==> src/rtl/vending_machine_change.sv <==
// Coin-collecting vending controller with configurable price.
// Vends on a Mealy open pulse, then pays change one coin per cycle.
module vending_machine_change #(
  parameter int PRICE    = 15,
  parameter int CREDIT_W = 8
) (
  input  logic                clk,
  input  logic                rstn,
  input  logic                N,
  input  logic                D,
  input  logic                Q,
  input  logic                cancel,
  output logic                open,
  output logic                change_n,
  output logic                change_d,
  output logic                reject,
  output logic                busy,
  output logic [CREDIT_W-1:0] credit
);

  typedef enum logic {
    COLLECT,
    CHANGE
  } state_t;

  localparam logic [CREDIT_W-1:0] PRICE_V = CREDIT_W'(PRICE);
  localparam logic [CREDIT_W-1:0] FIVE    = CREDIT_W'(5);
  localparam logic [CREDIT_W-1:0] TEN     = CREDIT_W'(10);
  localparam logic [CREDIT_W-1:0] QUARTER = CREDIT_W'(25);

  state_t              state;
  state_t              state_nx;
  logic [CREDIT_W-1:0] remain;
  logic [CREDIT_W-1:0] remain_nx;
  logic [CREDIT_W-1:0] credit_nx;
  logic [CREDIT_W-1:0] coin_val;
  logic [CREDIT_W-1:0] sum;
  logic                reject_nx;
  logic                any;
  logic                multi;
  logic                single;

  always_comb begin
    any    = N | D | Q;
    multi  = (N & D) | (N & Q) | (D & Q);
    single = any & ~multi;
    unique case (1'b1)
      single & N: coin_val = FIVE;
      single & D: coin_val = TEN;
      single & Q: coin_val = QUARTER;
      default:    coin_val = '0;
    endcase
    sum = credit + coin_val;
  end

  always_comb begin
    state_nx  = state;
    credit_nx = credit;
    remain_nx = remain;
    reject_nx = 1'b0;
    open      = 1'b0;
    change_n  = 1'b0;
    change_d  = 1'b0;
    busy      = 1'b0;
    unique case (state)
      COLLECT: begin
        if (cancel) begin
          reject_nx = any;
          if (credit != '0) begin
            state_nx  = CHANGE;
            remain_nx = credit;
            credit_nx = '0;
          end
        end else if (multi) begin
          reject_nx = 1'b1;
        end else if (single) begin
          if (sum < PRICE_V) begin
            credit_nx = sum;
          end else begin
            open      = 1'b1;
            credit_nx = '0;
            if (sum != PRICE_V) begin
              state_nx  = CHANGE;
              remain_nx = sum - PRICE_V;
            end
          end
        end
      end
      CHANGE: begin
        busy      = 1'b1;
        reject_nx = any;
        // Dimes first; a lone trailing nickel finishes an odd amount.
        if (remain >= TEN) begin
          change_d  = 1'b1;
          remain_nx = remain - TEN;
        end else if (remain == FIVE) begin
          change_n  = 1'b1;
          remain_nx = '0;
        end else begin
          remain_nx = '0;
        end
        if (remain_nx == '0) state_nx = COLLECT;
      end
      default: state_nx = COLLECT;
    endcase
  end

  always_ff @(posedge clk or negedge rstn) begin
    if (!rstn) begin
      state  <= COLLECT;
      credit <= '0;
      remain <= '0;
      reject <= 1'b0;
    end else begin
      state  <= state_nx;
      credit <= credit_nx;
      remain <= remain_nx;
      reject <= reject_nx;
    end
  end

endmodule

==> config.mk <==
export PLATFORM = sky130hd
export DESIGN_NAME = vending_machine_change
export DESIGN_NICKNAME = d
export VERILOG_FILES = /design/src/rtl/vending_machine_change.sv
export SDC_FILE = /design/constraint.sdc
export NUM_CORES = 1
export LEC_CHECK = 0
export ABC_AREA = 1
export BUFFER_PORTS_ARGS = -buffer_cell sky130_fd_sc_hd__buf_2
export CAP_MARGIN = 20
export CORE_AREA = 2 2 54 56
export CTS_BUF_LIST = sky130_fd_sc_hd__clkbuf_8
export DETAILED_ROUTE_END_ITERATION = 12
export DIE_AREA = 0 0 56 58
export HOLD_SLACK_MARGIN = 0.1
export PLACE_DENSITY_LB_ADDON = 0.12
export SLEW_MARGIN = 20
export SYNTH_ARGS = -nofsm -noshare
export SYNTH_HDL_FRONTEND = slang
export SYNTH_SLANG_ARGS = --single-unit
==> constraint.sdc <==
create_clock -name clk -period 5.4 [get_ports clk]
set_clock_uncertainty 0.15 [all_clocks]
set_input_delay 0 -clock clk [delete_from_list [all_inputs] [get_ports clk]]
set_output_delay 0 -clock clk [all_outputs]
set_load 0.02 [all_outputs]
==> results of run 1 <==
-- kinds of logic after synthesis --
kind of cell / synth area share [%]
XOR/XNOR: 0.526
AO/OA/AOI/OAI: 10.0
buffers and inverters: 10.5
flip-flops: 27.1
adder cells (fa/ha/maj): 6.47
AND/OR/NAND/NOR: 45.5
-- critical path, cell delays in order --
cell           delay [ns]
dlygate4sd3_1        0.52
buf_2                0.11
inv_1                0.07
a21oi_1              0.22
nor2_2               0.07
inv_1                0.12
a21oi_1              0.07
ha_1                 0.22
fa_1                 0.55
ha_1                 0.18
inv_1                0.04
nor2_1               0.19
nand3_1              0.18
nand3_1              0.22
and3_1               0.18
buf_2                0.16
-- routing by layer --
metal  up-vias  global-route usage, %
met1       800                   41.2
li1        908                      -
met5         -                      0
met3         8                   3.79
met2        73                   45.5
met4         0                   8.84
-- stage by stage --
step                      setup slack (ns)  std cells  power, W
after global placement                2.66        312  0.000716
final                                 2.13        322  0.000844
after CTS                             2.22        322  0.000840
after floorplan                       3.00        265  0.000609
after global routing                  1.92        322  0.000937
after detailed placement              2.62        312  0.000722
-- power groups by stage --
stage | Combinational, W | Clock (W) | Sequential, W
finish | 0.000501 | 0.000111 | 0.000231
detailed placement | 0.000490 | 0 | 0.000232
global placement | 0.000484 | 0 | 0.000232
global route | 0.000581 | 0.000117 | 0.000239
CTS | 0.000496 | 0.000114 | 0.000230
floorplan | 0.000374 | 0 | 0.000235
-- placed cells by master (no fill, tap or decap), types with 3 or more instances in the layout --
| cell | count |
|---|---|
| a21oi_1 | 13 |
| dlygate4sd3_1 | 6 |
| nand3_1 | 29 |
| nand2_2 | 6 |
| nor2_1 | 15 |
| dfrtp_1 | 18 |
| o21ai_0 | 11 |
| inv_1 | 36 |
| buf_2 | 18 |
| o21ai_1 | 5 |
| nand4_1 | 7 |
| nand3_2 | 3 |
| nand2_1 | 86 |
| inv_2 | 5 |
| clkbuf_8 | 4 |
| ha_1 | 7 |
-- final cells by class --
class,count,area (um^2),share of cell area [%]
multi-input combinational,202,1040,54.7
sequential,18,450,23.7
inverter,43,166,8.76
timing repair buffer,24,150,7.90
clock buffer,4,55.1,2.90
tap,31,38.8,2.04
-- flip-flops by register name (all words and copies together) (netlist names) --
name    count
credit      8
reject      1
state       1
remain      8
-- final timing paths --
check,endpoint,startpoint,cells past startpoint,slack (ns)
setup / recovery,open,Q,16,2.13
hold / removal,remain[3],remain[3],2,0.36
setup reg to reg,remain[4],credit[0],12,2.82
hold reg to reg,remain[3],remain[3],2,0.36
max in group asynchronous,state,rstn,3,3.81
min in group asynchronous,credit[5],rstn,3,0.76
==> key figures, run 1 <==
Clock tree
  – Num CTS Buffers: 3
  – Buffer count from post-CTS setup fixing: 0
  – Clock Path Buffers: 2
  – CTS tree: done
  – Hold Buf Count CTS: 6
  – Clk sink count: 18
  – Clock Pin Slew Worst Setup and Hold Paths: 0.07 ns
  – Post-CTS resize count: 0
  – Clock root cell: clkbuf_8
  – Clock Latency Late Sink: 0.26 ns
  – CTS H-Tree Depth: 1

Power and ir drop
  – LEAKAGE: 1.07 nW
  – Max IR drop VDD: 0.000430 V
  – Clock share of power: 13.2%
  – Power share of the sequential group: 27.4%
  – Total net switching power: 0.000418 W
  – Sw frac: 49.5%
  – Gate power share: 59.4%
  – Int Pwr: 0.000426 W
  – PwrDens: 444 nW/um^2

Placement
  – Dpl cell area: 1790 um^2
  – DP Wirelength: 3280 um
  – Buffers on Ports: 18
  – Gpl congestion: 0.956

Job
  – MaxCap Viol Count: 0

Timing
  – Max_slew headroom: 43.5%
  – Fmax: 306 MHz
  – Worst-Margin Slew: 0.844 ns
  – Final setup TNS: 0 ns
  – Final period util: 60.6%
  – Hold Vio Cnt, Final: 0
  – Final setup vio count: 0
  – Final hold slack: 0.356 ns
  – Unrepaired setup endpoints after global routing: no
  – Final min period: 3.27 ns
  – Slew Limit Fails: 0

Logic synthesis
  – Number of synthesized flops with an enable pin: 0
  – Flops & latches, synth: 18
  – Synth area leaders: dfrtp_1 (27%), nand2_1 (19%), nand3_1 (8.7%), inv_1 (8.1%), ha_1 (5.3%)
  – Post-synth ARST share: 100%
  – Post-synth net total: 279
  – Most common cell in the netlist: nand2_1
  – Number of distinct library cells after synthesis: 31
  – Sequential fraction of the synthesis area: 27.1%
  – Main synth FF type: dfrtp_1
  – Mean post-synth cell area: 6.28 um^2
  – Post-Syn Area: 1660 um^2
  – Cells after Synth: 265
  – Synth top cells by count: nand2_1 (86), inv_1 (36), nand3_1 (29), dfrtp_1 (18), nor2_1 (15)
  – Yosys top cell by area: dfrtp_1
  – Synth top area share: 27.1%
  – Ys Warns: 0

Detailed routing
  – Remaining DRCs: 0
  – Vias per cell: 5.56
  – WL met2: 1820 um
  – Starting DRC count in detailed routing: 84
  – Top sig layer: met4
  – Routed via count: 1789
  – Drt first pass iters: 4
  – Wl on met1: 1940 um
  – Antenna Violating Nets Remaining: 0
  – Routed len/inst: 12.9 um
  – Final wirelength: 4160 um
  – DR WL met3: 325 um

Critical path
  – Data arrival, critical path: 3.12 ns
  – Worst setup EP type: output port
  – CP required: 5.25 ns
  – Peak fanout along the critical path: 5
  – WS Path Type: primary input to output port
  – Nature of the critical path startpoint: primary input

Floorplanning
  – Number of top-level pins: 19
  – Die width: 56 um
  – CORE AREA: 2660 um^2
  – FP Rows: 19
  – Initial Util: 62.5%
  – Total die area: 3250 um^2
  – Die height: 58 um

Cells and area
  – Fin area: 1900 um^2
  – Layout cells sized above 1: 15.5%
  – Final #Nets: 306
  – Core Util, Final: 71.4%
  – Syn-to-layout area delta: 14.2%
  – # fillers: 233
  – Antenna cells: 0

Global routing
  – Total gr overflow: 0
  – Largest net degree at the start of global routing: 19
  – Global-route wire length before repair: 7220 um
  – Total track usage: 28.7%
  – Initial antenna violation count: 0
  – Vias in the first global route: 1633

Hold path
  – Hold Path Class: register to register

Outcome
  – Status: finished clean
Note: power is estimated with default switching activity, not from simulation.
==> inputs of run 2 (changes only) <==
ABC_AREA = 0   (was 1)
clock period = 3.2 ns   (was 5.4 ns; I/O delays follow)
==> run 2 against run 1 <==
Wire length shrank 3.5%. First-iteration DRC count down 38%. Sequential share of layout area is 1.2 points higher. Highest routed layer unchanged. Critical endpoint is now remain[4]. Core utilization decreased by 3.5 points. Clock power increased by 70%. Synthesized cell count fell by 31%.
==> key figures, run 2 <==
Logic synthesis
  – Main synth FF type: dfrtp_1 (unchanged)
  – Post-synth net total: 196 (was 279)
  – Number of distinct library cells after synthesis: 54 (was 31)
  – Most common cell in the netlist: nor2_1 (was nand2_1)
  – Sequential fraction of the synthesis area: 29.1% (was 27.1%)
  – Mean post-synth cell area: 8.52 um^2 (was 6.28 um^2)
  – Number of synthesized flops with an enable pin: 0 (unchanged)
  – Post-Syn Area: 1550 um^2 (was 1660 um^2)
  – Synth area leaders: dfrtp_1 (29%), ha_1 (5.6%), nor2_1 (5.1%), o21ai_0 (4.2%), xnor2_1 (3.4%) (was dfrtp_1 (27%), nand2_1 (19%), nand3_1 (8.7%), inv_1 (8.1%), ha_1 (5.3%))
  – Post-synth ARST share: 100% (unchanged)
  – Synth top area share: 29.1% (was 27.1%)
  – Yosys top cell by area: dfrtp_1 (unchanged)
  – Ys Warns: 0 (unchanged)
  – Flops & latches, synth: 18 (unchanged)
  – Synth top cells by count: nor2_1 (21), dfrtp_1 (18), nand2_1 (13), o21ai_0 (13), a21oi_1 (9) (was nand2_1 (86), inv_1 (36), nand3_1 (29), dfrtp_1 (18), nor2_1 (15))
  – Cells after Synth: 182 (was 265)

Cells and area
  – Layout cells sized above 1: 19.5% (was 15.5%)
  – Regs by FF count: credit: 8 flops, remain: 8 flops (unchanged)
  – Antenna cells: 0 (unchanged)
  – Syn-to-layout area delta: 16.5% (was 14.2%)
  – Post-Layout Cell Count: 241 (was 322)
  – Final #Nets: 225 (was 306)
  – Commonest non-fill, non-tap cell in the layout: nor2_1 (was nand2_1)
  – Fin area: 1810 um^2 (was 1900 um^2)
  – Commonest non-fill, non-tap cells in the layout: nor2_1 (21), dfrtp_1 (18), buf_2 (18) (was nand2_1 (86), inv_1 (36), nand3_1 (29))

Clock tree
  – Clock root cell: clkbuf_8 (unchanged)
  – Clock Latency Late Sink: 0.26 ns (about the same)
  – Clock Path Buffers: 2 (unchanged)
  – Post-CTS resize count: 0 (unchanged)
  – Clock Pin Slew Worst Setup and Hold Paths: 0.07 ns (about the same)
  – Num CTS Buffers: 3 (unchanged)
  – Clk sink count: 18 (unchanged)
  – CTS H-Tree Depth: 1 (unchanged)
  – CTS tree: done (unchanged)
  – Buffer count from post-CTS setup fixing: 0 (unchanged)

Timing
  – Fmax: 322 MHz
  – Worst-Margin Slew: 0.823 ns (was 0.844 ns)
  – Final hold slack: 0.295 ns (was 0.356 ns)
  – Final min period: 3.10 ns
  – Final setup vio count: 0 (unchanged)
  – Slew Limit Fails: 0 (unchanged)
  – Final period util: 96.9%
  – Hold Vio Cnt, Final: 0 (unchanged)
  – Max_slew headroom: 44.9% (was 43.5%)
  – Unrepaired setup endpoints after global routing: yes (was no)
  – PnR worst setup slack: 0.0981 ns (was 2.13 ns)

Detailed routing
  – Starting DRC count in detailed routing: 52 (was 84)
  – Final wirelength: 4010 um (was 4160 um)
  – Remaining DRCs: 0 (unchanged)
  – Routed via count: 1506 (was 1789)
  – Drt first pass iters: 4 (unchanged)
  – Vias per cell: 6.25 (was 5.56)
  – Routed len/inst: 16.7 um (was 12.9 um)
  – Antenna Violating Nets Remaining: 0 (unchanged)

Placement
  – Buffers on Ports: 18 (unchanged)
  – DP Wirelength: 2970 um (was 3280 um)
  – Gpl congestion: 0.867 (was 0.956)
  – Placed Cells: 231 (was 312)
  – Dpl cell area: 1690 um^2 (was 1790 um^2)
  – Post-place setup slack: 0.0791 ns (was 2.62 ns)

Floorplanning
  – Die height: 58 um (unchanged)
  – Total die area: 3250 um^2 (unchanged)
  – Die width: 56 um (unchanged)
  – FP Rows: 19 (unchanged)
  – Number of top-level pins: 19 (unchanged)
  – CORE AREA: 2660 um^2 (unchanged)
  – Initial Util: 58.2% (was 62.5%)

Global routing
  – Global-route wire length before repair: 6740 um (was 7220 um)
  – Met1 usage: 35.0% (was 41.2%)
  – GR met3 Demand/Resource: 3.13% (was 3.79%)
  – Met2 usage: 43.7% (was 45.5%)
  – Total track usage: 26.1% (was 28.7%)
  – Gr busiest metal: met2 (unchanged)
  – Total gr overflow: 0 (unchanged)
  – Vias in the first global route: 1440 (was 1633)
  – Largest net degree at the start of global routing: 19 (unchanged)
  – Initial antenna violation count: 0 (unchanged)

Power and ir drop
  – Max IR drop VDD: 0.000650 V (was 0.000430 V)
  – Pwr Total: 0.00146 W (was 0.000844 W)
  – LEAKAGE: 0.835 nW (was 1.07 nW)
  – PwrDens: 810 nW/um^2 (was 444 nW/um^2)

Critical path
  – Data arrival, critical path: 3.10 ns (was 3.12 ns)
  – Peak fanout along the critical path: 8 (was 5)
  – Nature of the critical path startpoint: register (was primary input)
  – WS Path Type: register to register (was primary input to output port)
  – CP required: 3.20 ns (was 5.25 ns)
  – Worst setup EP type: register (was output port)

Hold path
  – Hold Path Class: primary input to register (was register to register)

Outcome
  – Status: finished clean (unchanged)

Job
  – MaxCap Viol Count: 0 (unchanged)
## run 2: changes by cell type after synthesis, sizes merged, moves of 6 or more
cell,change
nand4,-6
xnor2,+6
nand3,-27
nor3,+6
nand2,-81
inv,-34
## run 2: area by class of cell
type	count	area [um^2]
inverter	8	30.0
tap	31	38.8
timing repair buffer	28	180
multi-input combinational	152	1050
sequential	18	450
fill	219	856
clock buffer	4	55.1
## run 2: per-layer routing
| layer | up-vias | wire [um] |
|---|---|---|
| met3 | 7 | 98 |
| met2 | 33 | 1950 |
| li1 | 743 | - |
| met5 | - | 0 |
| met4 | 0 | 80 |
| met1 | 723 | 1890 |
## run 2: kinds of logic (layout without fill, tap and decap cells)
kind of cell,count (synthesis),after routing,synth area share [%]
and+or+nand+nor,76,76,26.0
AOI/OAI and AO/OA,54,54,26.6
buffers and inverters,12,40,3.07
adders and majority gates,9,9,7.59
DFF,18,18,29.1
muxes,3,3,2.02
xor gates and xnor gates,10,10,5.65
## run 2: final timing paths
path / startpoint / end / slack, ns / depth (start not counted)
max: credit[0] / remain[4] / 0.1 / 9
min: D / credit[1] / 0.30 / 4
max reg2reg: credit[0] / remain[4] / 0.1 / 9
min reg2reg: remain[5] / remain[5] / 0.41 / 1
max in group asynchronous: rstn / remain[0] / 1.64 / 3
min in group asynchronous: rstn / remain[1] / 0.76 / 3
## run 2: metrics by stage
| step | util (%) | TNS (ns) |
|---|---|---|
| finish | 67.9 | 0 |
| global route | 67.9 | -0.0564 |
| floorplan | - | 0 |
| global placement | 63.5 | 0 |
| CTS | 67.9 | 0 |
| detailed placement | 63.5 | 0 |
## run 2: critical path: stages, from the launching register on
cell and delay (ns):
dfrtp_1 0.41, ha_1 0.26, fa_1 0.41, a21o_1 0.22
nor4b_1 0.17, a311oi_2 0.30, a211oi_2 0.15, a32oi_2 0.43
o21ai_0 0.18, a221o_1 0.31
## run 2: power breakdown
group | switching (W) | total, W | internal (W)
Combinational | 0.000488 | 0.000843 | 0.000355
Clock | 0.0000794 | 0.000189 | 0.000109
Sequential | 0.000124 | 0.000433 | 0.000308
Total | 0.000692 | 0.00146 | 0.000772
## run 2: timing repair
| item | in CTS | in global routing |
|---|---|---|
| endpoints found under the setup margin | 0 | 1 |
| hold buffers | 6 | 0 |
| endpoints found under the hold margin | 20 | 0 |
==> inputs of run 3 (changes only) <==
CAP_MARGIN = unset   (was 20)
CORE_AREA = 2 2 52 54   (was 2 2 54 56)
DIE_AREA = 0 0 54 56   (was 0 0 56 58)
SETUP_SLACK_MARGIN = 0.5   (was unset)
clock period = 3.6 ns   (was 3.2 ns; I/O delays follow)
==> run 3 against run 2 <==
Worst hold slack improved by 0.026 ns. Core utilization increased by 7.1 points. Largest cell class unchanged. Non-clock buffer count fell by 2. Clock power is 14% lower. Setup slack better by 0.49 ns. Critical endpoint unchanged.
==> key figures, run 3 (synthesis results as in run 2) <==
Hold path
  – Hold path startpoint: D (unchanged)
  – Hold Path Class: primary input to register (unchanged)

Floorplanning
  – Number of top-level pins: 19 (unchanged)
  – CORE AREA: 2430 um^2 (was 2660 um^2)
  – Die height: 56 um (was 58 um)
  – Total die area: 3020 um^2 (was 3250 um^2)
  – Initial Util: 63.7% (was 58.2%)
  – FP Rows: 18 (was 19)
  – Die width: 54 um (was 56 um)

Timing
  – Max_slew headroom: 45.9% (was 44.9%)
  – Unrepaired setup endpoints after global routing: yes (unchanged)
  – Final setup vio count: 0 (unchanged)
  – Final setup TNS: 0 ns (unchanged)
  – Worst-Margin Slew: 0.809 ns (was 0.823 ns)
  – Fmax: 332 MHz (was 322 MHz)
  – Hold Vio Cnt, Final: 0 (unchanged)
  – Final min period: 3.01 ns (was 3.10 ns)
  – Slew Limit Fails: 0 (unchanged)
  – Final period util: 83.7% (was 96.9%)

Critical path
  – Crit. Startpoint: credit[0] (unchanged)
  – FF-to-FF Start: credit[0] (unchanged)
  – Peak fanout along the critical path: 6 (was 8)
  – Data arrival, critical path: 3.00 ns (was 3.10 ns)
  – Nature of the critical path startpoint: register (unchanged)
  – CP required: 3.59 ns (was 3.20 ns)
  – WS Path Type: register to register (unchanged)
  – Worst setup EP type: register (unchanged)

Clock tree
  – Clock Pin Slew Worst Setup and Hold Paths: 0.07 ns (about the same)
  – CTS H-Tree Depth: 1 (unchanged)
  – Clk sink count: 18 (unchanged)
  – Clock root cell: clkbuf_8 (unchanged)
  – CTS tree: done (unchanged)
  – Clock Latency Late Sink: 0.25 ns (was 0.26 ns)
  – Num CTS Buffers: 3 (unchanged)
  – Clock Path Buffers: 2 (unchanged)

Detailed routing
  – Routed via count: 1507 (was 1506)
  – Vias per cell: 6.33 (was 6.25)
  – Antenna Violating Nets Remaining: 0 (unchanged)
  – Drt first pass iters: 6 (was 4)
  – Starting DRC count in detailed routing: 68 (was 52)
  – Routed len/inst: 17.7 um (was 16.7 um)
  – Remaining DRCs: 0 (unchanged)
  – Final wirelength: 4200 um (was 4010 um)

Power and ir drop
  – Sw frac: 48.0% (was 47.2%)
  – Power share of the sequential group: 29.7% (was 29.5%)
  – Gate power share: 57.9% (was 57.6%)
  – Int Pwr: 0.000684 W (was 0.000772 W)
  – Clock share of power: 12.4% (was 12.9%)
  – LEAKAGE: 0.822 nW (was 0.835 nW)
  – Total net switching power: 0.000631 W (was 0.000692 W)
  – PwrDens: 721 nW/um^2 (was 810 nW/um^2)
  – Max IR drop VDD: 0.000457 V (was 0.000650 V)

Global routing
  – Largest net degree at the start of global routing: 19 (unchanged)
  – Vias in the first global route: 1489 (was 1440)
  – Global-route wire length before repair: 6800 um (was 6740 um)
  – Total gr overflow: 0 (unchanged)
  – Initial antenna violation count: 0 (unchanged)
  – Total track usage: 29.7% (was 26.1%)

Placement
  – DP Wirelength: 3070 um (was 2970 um)
  – Placed Cells: 226 (was 231)
  – Buffers on Ports: 18 (unchanged)
  – Gpl congestion: 0.867 (about the same)

Cells and area
  – Regs by FF count: credit: 8 flops, remain: 8 flops (unchanged)
  – Syn-to-layout area delta: 17.7% (was 16.5%)
  – Final #Nets: 223 (was 225)
  – Layout cells sized above 1: 21.6% (was 19.5%)
  – Commonest non-fill, non-tap cell in the layout: nor2_1 (unchanged)
  – Post-Layout Cell Count: 238 (was 241)
  – Antenna cells: 0 (unchanged)
  – Commonest non-fill, non-tap cells in the layout: nor2_1 (20), buf_2 (18), dfrtp_1 (17) (was nor2_1 (21), dfrtp_1 (18), buf_2 (18))

Job
  – MaxCap Viol Count: 0 (unchanged)

Outcome
  – Status: finished clean (unchanged)
[run 3: cell types whose count changed in the layout (fill, tap and decap cells not counted), sizes merged]
cell  change
buf       -2
[run 3: power groups by stage]
stage | clock (W) | combinational, W | sequential (W)
2_1_floorplan | 0 | 0.000519 | 0.000378
3_3_place_gp | 0 | 0.000672 | 0.000382
3_5_place_dp | 0 | 0.000701 | 0.000385
4_1_cts | 0.000164 | 0.000728 | 0.000382
5_1_grt | 0.000177 | 0.000830 | 0.000403
6_report | 0.000163 | 0.000761 | 0.000390
[run 3: critical path: stages (launching register included)]
cell and delay (ns):
dfrtp_2 0.45, ha_2 0.22, fa_1 0.40, a21o_1 0.21, nor4b_1 0.17, a311oi_2 0.36, a211oi_2 0.17, a32oi_4 0.33
o21ai_0 0.13, a221o_1 0.31
[run 3: through the flow]
step | power [W] | setup slack, ns | area, um^2 | util (%) | hold slack (ns)
floorplan | 0.000897 | 0.756 | 1550 | - | -0.446
global placement | 0.00105 | 0.484 | 1660 | 68.3 | -0.210
detailed placement | 0.00109 | 0.364 | 1660 | 68.3 | -0.199
CTS | 0.00127 | 0.500 | 1790 | 73.5 | 0.299
global route | 0.00141 | 0.446 | 1820 | 75.0 | 0.363
finish | 0.00131 | 0.585 | 1820 | 75.0 | 0.321
[run 3: timing repair]
item | 4_1_cts | 5_1_grt
resized for setup | 2 | 6
cloned | 0 | 0
endpoints found under the hold margin | 20 | 0
endpoints found under the setup margin | 4 | 13
hold buffers | 6 | 0
pin swaps | 0 | 3
buffers inserted | 0 | 2
[run 3: layer usage]
| metal | global-route usage (%) | part of all wire (%) | vias to the layer above |
|---|---|---|---|
| met5 | 0 | 0 | - |
| met3 | 3.49 | 3.3 | 6 |
| met4 | 10.7 | 1.3 | 0 |
| li1 | - | - | 730 |
| met2 | 49.7 | 51 | 44 |
| met1 | 38.2 | 44 | 727 |
[run 3: path summary, 6_finish.rpt]
check                                  to  slack, ns  cells after the start
worst min-delay path            credit[1]       0.32                      4
min in group asynchronous          reject       0.75                      3
worst max-delay path            remain[4]       0.59                      9
max in group asynchronous       credit[0]       2.00                      3
worst min register to register  remain[0]       0.40                      1
worst max register to register  remain[4]       0.59                      9
[run 3: final cells by class]
type | count | area (um^2)
clock buffers | 4 | 55.1
fillers | 194 | 608
inverters | 8 | 30.0
multi-input cells | 152 | 1080
flip-flops and latches | 18 | 452
well taps | 30 | 37.5
repair buffers | 26 | 165
